===== config.mk =====
export PLATFORM = sky130hd
export DESIGN_NAME = comparator
export DESIGN_NICKNAME = d
export VERILOG_FILES = /design/src/rtl/cmp_pkg.sv /design/src/rtl/signed_subtractor.sv /design/src/rtl/comparator.sv
export SDC_FILE = /design/constraint.sdc
export NUM_CORES = 1
export LEC_CHECK = 0
export CORE_AREA = 4 4 45 47
export DETAILED_ROUTE_END_ITERATION = 16
export DIE_AREA = 0 0 49 51
export PLACE_DENSITY = 0.81
export SYNTH_ARGS = -nofsm -noshare
export SYNTH_HDL_FRONTEND = slang
export SYNTH_HIERARCHICAL = 1
export SYNTH_SLANG_ARGS = --single-unit

===== constraint.sdc =====
create_clock -name Clk -period 6.8 [get_ports Clk]
set_clock_uncertainty 0.05 [all_clocks]
set_input_delay 1.02 -clock Clk [delete_from_list [all_inputs] [get_ports Clk]]
set_output_delay 1.02 -clock Clk [all_outputs]
set_load 0.01 [all_outputs]

===== src/rtl/cmp_pkg.sv =====
// Shared definitions for the signed comparison datapath.
package cmp_pkg;

   localparam int DEFAULT_WIDTH = 8;

   // Sign-extends the low w bits of x (1 <= w <= 32) to 33 bits; callers truncate to WIDTH+1.
   function automatic logic [32:0] sext(input logic [31:0] x, input int unsigned w);
      logic signed [32:0] t;
      t = $signed({1'b0, x}) <<< (33 - w);
      return t >>> (33 - w);
   endfunction

endpackage


===== src/rtl/signed_subtractor.sv =====
// Combinational WIDTH+1 bit signed difference a - b with a zero flag; never overflows.
module signed_subtractor
   import cmp_pkg::*;
#(
   parameter int WIDTH = DEFAULT_WIDTH
) (
   input  logic [WIDTH-1:0] a_i,
   input  logic [WIDTH-1:0] b_i,
   output logic [WIDTH:0]   diff_o,
   output logic             zero_o
);

   logic [WIDTH:0] a_ext;
   logic [WIDTH:0] b_ext;

   always_comb begin
      a_ext  = (WIDTH+1)'(sext(32'(a_i), WIDTH));
      b_ext  = (WIDTH+1)'(sext(32'(b_i), WIDTH));
      diff_o = a_ext - b_ext;
      zero_o = (diff_o == '0);
   end

endmodule


===== src/rtl/comparator.sv =====
// Registered signed comparator: Sign = DOut2 < DOut1, Eq = DOut2 == DOut1, Diff = DOut2 - DOut1.
module comparator
   import cmp_pkg::*;
#(
   parameter int WIDTH = DEFAULT_WIDTH
) (
   input  logic             Clk,
   input  logic             Reset,
   input  logic [WIDTH-1:0] DOut2,
   input  logic [WIDTH-1:0] DOut1,
   output logic             Sign,
   output logic             Eq,
   output logic [WIDTH:0]   Diff
);

   logic [WIDTH:0] diff_d;
   logic           eq_d;
   logic           sign_d;
   logic [WIDTH:0] diff_q;
   logic           eq_q;
   logic           sign_q;

   signed_subtractor #(
      .WIDTH (WIDTH)
   ) u_sub (
      .a_i    (DOut2),
      .b_i    (DOut1),
      .diff_o (diff_d),
      .zero_o (eq_d)
   );

   // The MSB of the extended difference is exact even where a WIDTH-bit subtract would overflow.
   assign sign_d = diff_d[WIDTH];

   always_ff @(posedge Clk) begin
      if (Reset) begin
         sign_q <= 1'b0;
         eq_q   <= 1'b0;
         diff_q <= '0;
      end else begin
         sign_q <= sign_d;
         eq_q   <= eq_d;
         diff_q <= diff_d;
      end
   end

   assign Sign = sign_q;
   assign Eq   = eq_q;
   assign Diff = diff_q;

endmodule


==> metrics.txt, run 1 <==
outcome completed; Crit Path Class primary input to flip-flop; post-CTS setup buffers 0; data arrival time of the worst path 3.41 ns; EDFF count, synth 0; met2 WL post-DR between 800 and 900 um; Mapped Nets about 110; crit path launch type primary input; CTS sink cnt 10; Resize count post-CTS 0; relative slew slack 0.755; async set-or-reset flop fraction in the synthesized netlist 0; row count 15; Die Span X approximately 49 um; port bufs 28; Max VDD drop roughly 72 uV; final period utilization 0.481; placed wire-length estimate approximately 1.3 mm; root buf cell clkbuf_4; Top FF cell, synth dfxtp_1; setup_tns 0 ns; Synth Register Bits 10; first-pass GRT wire length around 2.5 mm; remaining global-route overflow 0; hold path depth 2; CTS clk-pin slew, worst paths around 0.060 ns; hold_sp Reset; Std-Cell Core Area ~1700 um2; cell leakage power about 0.47 nW; final setup fails 0; Max Cap Viol 0; min Tclk post-route 3.27 ns; Fin. Hold Viols 0; Power Total between 0.15 and 0.2 mW; Vias/cell 5.09; hold endpoint Diff[0]; Distinct cells, synth 33; DR WL/cell 11.7 um; CTS tree built; Critical Path RT slightly below 7 ns; Seq/Total Area, Yosys 0.278; vias in the first global route roughly 630; IO Pins 29; syn_area_per_cell ~9 um2; via count 657; CP Capture Type flip-flop; GP Congestion 0.787; DRC violations left 0; final wirelength between 1.5 and 2 mm; Final Max Slew Viols 0; fin nets between 100 and 150; Achievable Freq approximately 310 MHz; initial DRC count 10; Hold Crit Class primary input to flip-flop; hold buffers post-CTS 0; Post-Route M1 WL ~580 um; Total GRT Usage 0.127; most common cell after layout, fill and taps aside clkdlybuf4s50_1; final setup margin roughly 3.5 ns; cell count after synthesis between 80 and 90; Util after Layout 0.636; Top Metal Used met4; die area about 2500 um2; H-tree depth 1; Cell Pwr Density 180 nW/um2; worst slew pin tran around 0.37 ns; share of cells above drive strength 1 0.107; RSZ-0062 raised after global routing no; largest net degree at the start of global routing 11; met3 wire length roughly 120 um; Post-Syn Area 719 um2; worst slack at placement roughly 3.3 ns; Die Y 51 um; most frequent cells in the layout clkdlybuf4s50_1, nor2b_1, inv_1, dfxtp_1, ha_1; Fin Hold WS roughly 1.5 ns; Synthesis Warnings 6; DR pass1 iterations 4; Num CTS Buffers 3; Initial Util 0.436; ANT nets after route 0; antenna violations before repair 0; clock buffer depth 2; critical-path maximum fanout 4; Synth-to-Final Area Change 45.9%; # diodes 0
[worst max-delay path, stage by stage]
cell and delay (ns):
clkdlybuf4s50_1 0.46, inv_1 0.04, ha_1 0.22, fa_1 0.44
nor2b_4 0.14, o31a_4 0.14, a21oi_1 0.05, or4_4 0.52
nor4_2 0.21, nor2b_1 0.16
[state kept, by name, indices dropped and copies added (netlist names)]
name	cells
Eq	1
Diff	9
[layout make-up]
| class | count | area [um2] |
|---|---|---|
| multi-input cells | 59 | 470 |
| repair buffers | 28 | 280 |
| clock buffers | 4 | 36.3 |
| flip-flops and latches | 10 | 200 |
| well taps | 17 | 21.3 |
| inverters | 11 | 41.3 |
| fillers | 148 | 602 |
[layer usage]
| metal | up-vias | global-route usage |
|---|---|---|
| li1 | 340 | - |
| met1 | 290 | 0.131 |
| met2 | 25 | 0.246 |
| met3 | 2 | 0.0233 |
| met4 | 0 | 0.0538 |
| met5 | - | 0 |
[where the power goes]
part | internal, mW | switching (mW) | total, mW
clock network | 0.0324 | 0.0178 | 0.0502
logic | 0.0418 | 0.0314 | 0.0732
registers | 0.0647 | 0.00132 | 0.0660
total | 0.139 | 0.0506 | 0.189
[synth_stat cells, types with 2 or more instances]
master     n  area [um2]
ha_1       8         100
xnor2_1    2        17.5
nor2_1     4        15.0
o21ai_0    3        15.0
nor2b_1   11        68.8
inv_1     11        41.3
a21oi_1    6        30.0
dfxtp_1   10         200
nand2b_1   2        12.5
[how the worst max path moves through the flow]
stage,start,endpoint,slack (ns),cells after the start
2_1_floorplan,DOut2[0],Eq,3.88,9
3_3_place_gp,DOut2[0],Eq,3.36,10
3_5_place_dp,DOut2[0],Eq,3.27,10
4_1_cts,DOut2[0],Eq,3.53,10
5_1_grt,DOut2[0],Eq,3.42,10
6_report,DOut2[0],Eq,3.53,10
[cells by family after synthesis]
family,after synthesis,synth area share
AOI/OAI and AO/OA,17,0.167
xor gates and xnor gates,2,0.0244
adders and majority gates,9,0.167
buffers and inverters,12,0.0678
DFF,10,0.278
muxes,1,0.0157
and+or+nand+nor,30,0.280
[per-stage QoR]
step / instances / instance area, um2
2_1_floorplan: 81 / 719
3_3_place_gp: 125 / 1010
4_1_cts: 129 / 1050
5_1_grt: 129 / 1050
3_5_place_dp: 125 / 1010
6_report: 129 / 1050
No activity file was read; power rests on OpenSTA's default activity.
==> run 2: changes to the inputs <==
--- a/config.mk
+++ b/config.mk
@@ -5,10 +5,10 @@
 export SDC_FILE = /design/constraint.sdc
 export NUM_CORES = 1
 export LEC_CHECK = 0
-export CORE_AREA = 4 4 45 47
+export CORE_AREA = 4 4 47 49
 export DETAILED_ROUTE_END_ITERATION = 16
-export DIE_AREA = 0 0 49 51
-export PLACE_DENSITY = 0.81
+export DIE_AREA = 0 0 51 53
+export PLACE_DENSITY = 0.75
 export SYNTH_ARGS = -nofsm -noshare
 export SYNTH_HDL_FRONTEND = slang
 export SYNTH_HIERARCHICAL = 1
==> constraint.sdc (replaced) <==
create_clock -name Clk -period 3.43 [get_ports Clk]
set_clock_uncertainty 0.05 [all_clocks]
set_input_delay 0.5145 -clock Clk [delete_from_list [all_inputs] [get_ports Clk]]
set_output_delay 0.5145 -clock Clk [all_outputs]
set_load 0.01 [all_outputs]
==> metrics.txt, run 2 (same netlist as run 1, synthesis figures left out) <==
DR WL/cell between 9 and 10 um; final setup fails 0; ANT nets after route 0; RSZ-0062 raised after global routing no; clock power share 0.271; switch share 0.264; Synth-to-Final Area Change 47.7%; row count 16; crit path launch type primary input; DRC violations left 0; outcome completed; antenna violations before repair 0; Die Span X 51 um; Hold Crit Class primary input to flip-flop; DP Cell Count around 140; vias in the first global route 578; largest net degree at the start of global routing 11; fin cells 139; sequential power share 0.350; Resize count post-CTS 0; Final Max Slew Viols 0; Sequential Area 200 um2; H-tree depth 1; cell leakage power ~0.47 nW; Crit Path Class primary input to flip-flop; Pint ~0.28 mW; fillcell total around 180; DR pass1 iterations 4; Cell Pwr Density approximately 350 nW/um2; initial DRC count 2; CP Capture Type flip-flop; port bufs 28; die area between 2000 and 3000 um2; CTS sink cnt 10; via count roughly 660; share of cells above drive strength 1 0.107; Fin Hold WS between 0.9 and 1 ns; Comb power frac 0.379; CTS clk-pin slew, worst paths around 0.060 ns; post-CTS setup buffers 0; most common cell after layout, fill and taps aside clkdlybuf4s50_1; IO Pins 29; # diodes 0; final period utilization 0.790; Psw between 0.09 and 0.1 mW; Num CTS Buffers 3; placed wire-length estimate about 1.1 mm; most frequent cells in the layout clkdlybuf4s50_1, nor2b_1, inv_1, dfxtp_1, ha_1; Max VDD drop around 140 uV; Max Cap Viol 0; Vias/cell about 4.7; remaining global-route overflow 0; GP Congestion approximately 0.74; max reg flops 9; area occupied by multi-input gates roughly 470 um2; Achievable Freq about 370 MHz; critical-path maximum fanout 4; final wirelength between 1 and 1.5 mm; Total GRT Usage 0.116; CTS tree built; Fin. Hold Viols 0; setup_tns 0 ns; data arrival time of the worst path roughly 2.9 ns; clock buffer depth 2; min Tclk post-route 2.71 ns; fin nets 140; worst slew pin tran about 0.35 ns; Critical Path RT 3.58 ns; Initial Util 0.386; relative slew slack 0.769; first-pass GRT wire length around 2.3 mm; Std-Cell Core Area ~1900 um2; root buf cell clkbuf_4; Die Y between 50 and 60 um; hold buffers post-CTS 0; Util after Layout 0.571
==> run 2: worst max-delay path, cell delays in order <==
cell	delay [ns]
clkdlybuf4s50_1	0.47
inv_1	0.04
ha_1	0.21
fa_1	0.44
nor2b_4	0.14
o31a_4	0.14
a21oi_1	0.05
or4_4	0.51
nor4_2	0.19
nor2b_1	0.14
==> run 2: worst paths after layout <==
path	startpoint	endpoint	slack, ns	depth (start not counted)
setup / recovery	DOut2[0]	Eq	0.72	10
hold / removal	Reset	Diff[4]	0.97	2
==> run 2: cell type report <==
type | instances | area share
tap | 27 | 0.0318
clock buffer | 4 | 0.0342
inverter | 11 | 0.0389
sequential | 10 | 0.188
multi-input combinational | 59 | 0.443
timing repair buffer | 28 | 0.264
==> run 2: per-stage QoR <==
step	instance area [um2]	setup slack (ns)	power [mW]
detailed placement	1030	0.443	0.275
CTS	1060	0.727	0.380
finish	1060	0.721	0.374
floorplan	719	1.02	0.218
global route	1060	0.554	0.403
global placement	1030	0.500	0.273
==> run 2: power by group through the flow <==
stage / registers, mW / clock network [mW] / logic, mW
CTS: 0.131 / 0.106 / 0.143
global route: 0.132 / 0.114 / 0.157
finish: 0.131 / 0.101 / 0.142
floorplan: 0.140 / 0 / 0.0775
detailed placement: 0.134 / 0 / 0.142
global placement: 0.133 / 0 / 0.140
==> run 2: routing by layer <==
layer / part of all wire / global-route usage / vias to the layer above
li1: - / - / 341
met1: 0.42 / 0.131 / 290
met2: 0.51 / 0.187 / 23
met3: 0.068 / 0.0169 / 2
met4: 0.0061 / 0.108 / 0
met5: 0 / 0 / -
